[config.mk]
export PLATFORM = sky130hd
export DESIGN_NAME = fetch_stage
export DESIGN_NICKNAME = d
export VERILOG_FILES = /design/src/rtl/fetch_stage.sv
export SDC_FILE = /design/constraint.sdc
export NUM_CORES = 1
export LEC_CHECK = 0
export ABC_AREA = 0
export CORE_MARGIN = 2
export CORE_UTILIZATION = 29
export CTS_CLUSTER_DIAMETER = 200
export DETAILED_ROUTE_END_ITERATION = 10
export GPL_ROUTABILITY_DRIVEN = 0
export PLACE_DENSITY_LB_ADDON = 0.25
export SLEW_MARGIN = 20
export SYNTH_ARGS = -nofsm -noshare
export SYNTH_HDL_FRONTEND = slang
export SYNTH_SLANG_ARGS = --single-unit
[constraint.sdc]
create_clock -name clock -period 3.7 [get_ports clock]
set_clock_uncertainty 0.2 [all_clocks]
set_input_delay 0.555 -clock clock [delete_from_list [all_inputs] [get_ports clock]]
set_output_delay 0.555 -clock clock [all_outputs]
set_load 0.1 [all_outputs]
[src/rtl/fetch_stage.sv]
// fetch_stage: IF pipe stage. Owns the PC, issues instruction-memory requests,
// absorbs memory latency with a FETCH/HOLD/DRAIN FSM and a one-entry hold buffer,
// and drives the IF/ID pipeline register under stall-unit and branch control.
module fetch_stage #(
    parameter logic [31:0] PC_RESET  = 32'h0000_0000,
    parameter logic [31:0] NOP_INSTR = 32'h0000_0000
) (
    input  logic        clock,
    input  logic        reset,
    input  logic        PCWrite,
    input  logic        IFIDWrite,
    input  logic        branch_taken,
    input  logic [31:0] branch_target,
    output logic        imem_req,
    output logic [31:0] imem_addr,
    input  logic [31:0] imem_rdata,
    input  logic        imem_ready,
    output logic [31:0] ifid_instr,
    output logic [31:0] ifid_pc_plus4,
    output logic        ifid_valid,
    output logic [31:0] pc_out
);

    typedef enum logic [1:0] {
        S_FETCH = 2'd0,
        S_HOLD  = 2'd1,
        S_DRAIN = 2'd2
    } state_t;

    state_t      state;
    logic [31:0] pc;
    logic [31:0] drain_addr;
    logic [31:0] hold_instr;
    logic [31:0] hold_pc_plus4;

    logic        stall;
    logic        done;
    logic [31:0] pc_plus4;

    // Request decode: HOLD never requests; DRAIN keeps the abandoned address
    // on the bus until memory completes it. No request while reset is held.
    assign stall     = !PCWrite || !IFIDWrite;
    assign pc_plus4  = pc + 32'd4;
    assign imem_req  = reset && (state != S_HOLD);
    assign imem_addr = (state == S_DRAIN) ? drain_addr : pc;
    assign done      = imem_req && imem_ready;
    assign pc_out    = pc;

    // FSM, PC, hold buffer and IF/ID register.
    always_ff @(posedge clock) begin
        if (!reset) begin
            state         <= S_FETCH;
            pc            <= PC_RESET;
            drain_addr    <= '0;
            hold_instr    <= '0;
            hold_pc_plus4 <= '0;
            ifid_instr    <= NOP_INSTR;
            ifid_pc_plus4 <= '0;
            ifid_valid    <= 1'b0;
        end else begin
            case (state)
                S_FETCH: begin
                    if (stall) begin
                        // Park a completed word until the stall lifts.
                        if (done) begin
                            hold_instr    <= imem_rdata;
                            hold_pc_plus4 <= pc_plus4;
                            state         <= S_HOLD;
                        end
                    end else if (branch_taken) begin
                        pc            <= branch_target;
                        ifid_instr    <= NOP_INSTR;
                        ifid_pc_plus4 <= '0;
                        ifid_valid    <= 1'b0;
                        // An in-flight request cannot be withdrawn; drain it.
                        if (!done) begin
                            drain_addr <= pc;
                            state      <= S_DRAIN;
                        end
                    end else if (done) begin
                        ifid_instr    <= imem_rdata;
                        ifid_pc_plus4 <= pc_plus4;
                        ifid_valid    <= 1'b1;
                        pc            <= pc_plus4;
                    end else begin
                        ifid_instr    <= NOP_INSTR;
                        ifid_pc_plus4 <= '0;
                        ifid_valid    <= 1'b0;
                    end
                end
                S_HOLD: begin
                    if (!stall) begin
                        if (branch_taken) begin
                            pc            <= branch_target;
                            ifid_instr    <= NOP_INSTR;
                            ifid_pc_plus4 <= '0;
                            ifid_valid    <= 1'b0;
                        end else begin
                            ifid_instr    <= hold_instr;
                            ifid_pc_plus4 <= hold_pc_plus4;
                            ifid_valid    <= 1'b1;
                            pc            <= pc_plus4;
                        end
                        hold_instr    <= '0;
                        hold_pc_plus4 <= '0;
                        state         <= S_FETCH;
                    end
                end
                S_DRAIN: begin
                    if (IFIDWrite) begin
                        ifid_instr    <= NOP_INSTR;
                        ifid_pc_plus4 <= '0;
                        ifid_valid    <= 1'b0;
                    end
                    if (!stall && branch_taken) begin
                        pc <= branch_target;
                    end
                    if (done) begin
                        state <= S_FETCH;
                    end
                end
                default: begin
                    state <= S_FETCH;
                end
            endcase
        end
    end

endmodule

; Word-level counts from Yosys, hierarchy flattened
; Cells that the tools add are included.
[totals]
regBits = 195
latchBits = 0
ram_bits = 0
mem_bits_ro = 0
input_bits = 70
output_inout_bits = 130
wordCells = 81
n_memories = 0
[op_classes]
add_sub_neg = 1
n_mul = 0
div_mod_pow = 0
magnitude_cmp = 0
eq_ne = 14
shifts = 0
n_mux = 41
n_bitwise = 2
n_reduce_logical = 15
[ops]
columns = operator, n
row1 = 32-bit two-way mux, 22
row2 = 32-bit one-hot mux with 3 select lines, 3
row3 = 32-bit one-hot mux with 2 select lines, 2
row4 = 32-bit by 3-bit adder with 32-bit output (second input constant), 1
row5 = 2-bit two-way mux, 6
row6 = 2-bit != test (second input constant), 6
row7 = 3-bit != test (second input constant), 4
row8 = 4-bit AND reduction, 3
row9 = 5-bit AND reduction, 2
row10 = 1-bit two-way mux, 6
row11 = 2-bit one-hot mux with 3 select lines, 1
row12 = 2-bit by 1-bit != test with 1-bit output (second input constant), 2
row13 = 1-bit logical AND, 3
row14 = 1-bit zero test, 3
row15 = 1-bit one-hot mux with 3 select lines, 1
row16 = 3-bit nonzero test, 1
row17 = 2-bit by 1-bit == test with 1-bit output (second input constant), 1
row18 = 2-bit == test (second input constant), 1
row19 = 2-bit zero test, 1
row20 = 1-bit NOT, 2
row21 = 2-bit nonzero test, 1
row22 = 1-bit logical OR, 1

; Logic depth before layout (Yosys ltp)
[depth]
ltp_word = 7
depth_mapped = 10
depth_no_buf = 7

; Worst setup path before layout
; OpenSTA, ideal clock, no wires.
[synth_timing]
kind = register to output
start = reg pc[14] (netlist: pc_out[14])
end = out imem_addr[14]
arrival_ps = 3465
required_time_ps = 2945
slack_ps = -520
stages_incl_launch_ff = 4
cell_sequence = dfxtp_1 > buf_2 > inv_1 > o21ai_0
[synth_between]
elab_chain_len = 1
[synth_lines]
columns = item, line_no
row1 = "start, declared", 31  ; logic [31:0] pc;
row2 = "start signal, assigned", 71  ; pc <= branch_target;
row3 = "start signal, assigned", 84  ; pc <= pc_plus4;
row4 = "start signal, assigned", 94  ; pc <= branch_target;
row5 = 32-bit two-way mux, 45  ; assign imem_addr = (state == S_DRAIN) ? drain_addr : pc;
row6 = "end, declared", 15  ; output logic [31:0] imem_addr,
; No other way between the ends.

; Worst setup path after layout
[layout_timing]
start = reg pc[19] (netlist: pc_out[19])
end = out pc_out[19]
[layout_lines]
columns = item, line_no
row1 = "end, declared", 21  ; output logic [31:0] pc_out
; No word-level cell between the ends.

==> flow_summary.ini <==
[outcome]
status = completed

[place]
io_buffer_count = 199
dp_hpwl_mm = 20.0
dp_slack_ns = 0.643

[die]
dieArea_sq_um = 33200
coreArea_sq_um = 31400
rows = 65
die_w_microns = 182
ioPinCount = 200
die_h_microns = 182
initial_utilization = 0.294

[sta]
hold_viol = 0
max_slew_margin = 0.284
fmax_mhz = 341
fin_crit_ns = 2.93
setup_violations = 0
fin_tns_setup_ns = 0
whs_ns = 0.259
report.final.slew_viol_count = 0
rsz0062_at_grt = no
tightest_slew_ns = 1.07
post-route-period-util = 0.793
setup_slack_ns = 0.766

[clocking]
ctsResizeCount = 0
clkSinkCount = 195
cts_setup_buffers = 0
clock_latency_ns = 0.44
clockBufferDepth = 2
h-tree-depth = 4
postCtsHoldBufs = 0
clock-root-buffer = clkbuf_16
cts_inserted_buffers = 17
cts_tree = yes
clk_pin_slew_ns = 0.08

[logic_synthesis]
synth_cell_types = 57
synth.ff_latch_count = 195
synth_warnings = 0
ys_seq_area_frac = 0.424
synth_xor_area_frac = 0.0228
avgSynthCellArea_sq_um = 8.53
synth_edf_count = 0
synth-compound-area-share = 0.244
yosys.area_share.simple = 0.212
syn_area_sq_um = 9210
synth_top_family_by_area = compound AO/OA/AOI/OAI gates
synth_flop_cell = dfxtp_1
syn_inst = 1080
synth_nets = 1154
synthAdderAreaFrac = 0.00543
synthMuxAreaShare = 0.0386
async_flop_share = 0

[routing]
via_per_inst = 5.26
vias = 8552
drtAntennaViolNets = 0
wire_per_inst_microns = 18.7
drt-pass1-iter-count = 5
finalWirelength_mm = 30.4
drc = 0
initialDrtViolationCount = 722

[power_and_ir_drop]
powerDensity_nw_per_um2 = 534
power_w = 0.00640
ir_drop_v = 0.000377
p_leak_nw = 4.19

[worst_hold_path]
hold_class = flip-flop to flip-flop
min_from = hold_pc_plus4[29]$_SDFFE_PN0P_

[setup_path]
r2r-start = state[1]$_SDFFE_PN0P_
crit_family = buffers and inverters
cp-startpoint = pc_out[19]$_SDFFE_PN0P_
path_buf_inv = 1
crit_type = flip-flop to primary output
cpMaxStageDelayCell = clkdlybuf4s50_1
cp-end-kind = primary output
path_cells = clkdlybuf4s50_1
cp_max_fo = 8
arrival_ns = 2.18
startpoint_type = flip-flop
cpPeakStageDelay_ns = 1.20
worstPathRequired_ns = 2.94

[grt]
grt_first_pass_wirelength_mm = 47.3
antenna_found_initial = 0
grt_pass1_vias = 8036
overflow = 0
grt_usage = 0.181
grt_max_degree = 194

[layout]
diodes = 0
syn_to_final_growth_pct = 30.1
drive_above_1_share = 0.134
nNetsFinal = 1284

[run]
drv_cap = 0
-- report_power, final --
group          switching, W  internal (W)  total (W)
clock              0.000973      0.000978    0.00195
sequential         0.000137       0.00224    0.00238
combinational       0.00154      0.000536    0.00207
total               0.00264       0.00375    0.00640
-- sequential cells by signal, summed over array words and instances, names as in the netlist --
| name | flops |
|---|---|
| drain_addr | 32 |
| hold_instr | 32 |
| hold_pc_plus4 | 32 |
| ifid_instr | 32 |
| ifid_pc_plus4 | 32 |
| pc_out | 32 |
| state | 2 |
| ifid_valid | 1 |
-- cell families (layout without fill, tap and decap cells) --
| kind of cell | after synthesis | in the layout |
|---|---|---|
| compound gates | 319 | 319 |
| xor+xnor | 24 | 24 |
| fa+ha+maj | 4 | 4 |
| buf+inv | 122 | 265 |
| flops | 195 | 195 |
| mux | 32 | 32 |
| simple gates | 384 | 384 |
-- cells in the mapped netlist, types with 16 or more instances --
cell type | number | share of area
nor3b_1 | 38 | 0.031
nand2_1 | 125 | 0.051
clkbuf_1 | 97 | 0.040
a221oi_1 | 46 | 0.044
o21ai_0 | 56 | 0.030
nor2_1 | 70 | 0.029
xnor2_1 | 16 | 0.015
nor2b_1 | 48 | 0.033
nand3_1 | 24 | 0.013
mux2_2 | 28 | 0.034
a21boi_0 | 44 | 0.036
a21oi_1 | 42 | 0.023
and2_1 | 16 | 0.011
a22oi_1 | 49 | 0.040
dfxtp_1 | 195 | 0.42
-- cell type report --
cell class                 instances  area (sq um)
clock inverter                    15           185
sequential                       195          3900
tap                              402           503
inverter                           7          26.3
timing repair buffer             226          2070
multi-input combinational        763          4870
fill                            3232         19400
clock buffer                      17           425
-- layout by cell type, fill, tap and decap left out, drive strengths merged, types with 7 or more instances in the layout --
cell type / count
a22oi: 49
o2bb2ai: 11
xnor2: 16
xor2: 8
nand4: 9
buf: 88
o22ai: 8
clkbuf: 17
nor4: 11
o211ai: 9
nand2: 125
a21oi: 42
mux2: 28
nor3b: 38
o21ai: 58
clkdlybuf4s50: 138
nor2b: 48
a22o: 7
and2: 17
dfxtp: 195
a21boi: 44
nand3: 26
nor2: 70
a211oi: 8
nor3: 11
or3: 7
a221oi: 46
inv: 15
-- stage by stage --
stage | util | instance area (sq um) | std cells
2_1_floorplan | - | 9210 | 1080
3_3_place_gp | 0.362 | 11400 | 1593
3_5_place_dp | 0.362 | 11400 | 1593
4_1_cts | 0.382 | 12000 | 1625
5_1_grt | 0.382 | 12000 | 1625
6_report | 0.382 | 12000 | 1625
-- routing by layer --
| layer | wire length, microns | up-vias | track usage | share of wire |
|---|---|---|---|---|
| met2 | 14000 | 247 | 0.288 | 0.46 |
| met4 | 368 | 0 | 0.0419 | 0.012 |
| met3 | 1710 | 22 | 0.0391 | 0.056 |
| met1 | 14300 | 4134 | 0.250 | 0.47 |
| met5 | 0 | - | 0 | 0 |
| li1 | - | 4149 | - | - |
-- worst paths after layout --
path                                    endpoint  slack (ns)  depth (start not counted)
setup / recovery                      pc_out[19]        0.77                          1
hold / removal    hold_pc_plus4[29]$_SDFFE_PN0P_        0.26                          2
setup reg to reg         pc_out[30]$_SDFFE_PN0P_        0.83                          7
hold reg to reg   hold_pc_plus4[29]$_SDFFE_PN0P_        0.26                          2
(Power assumes the default switching activity.)
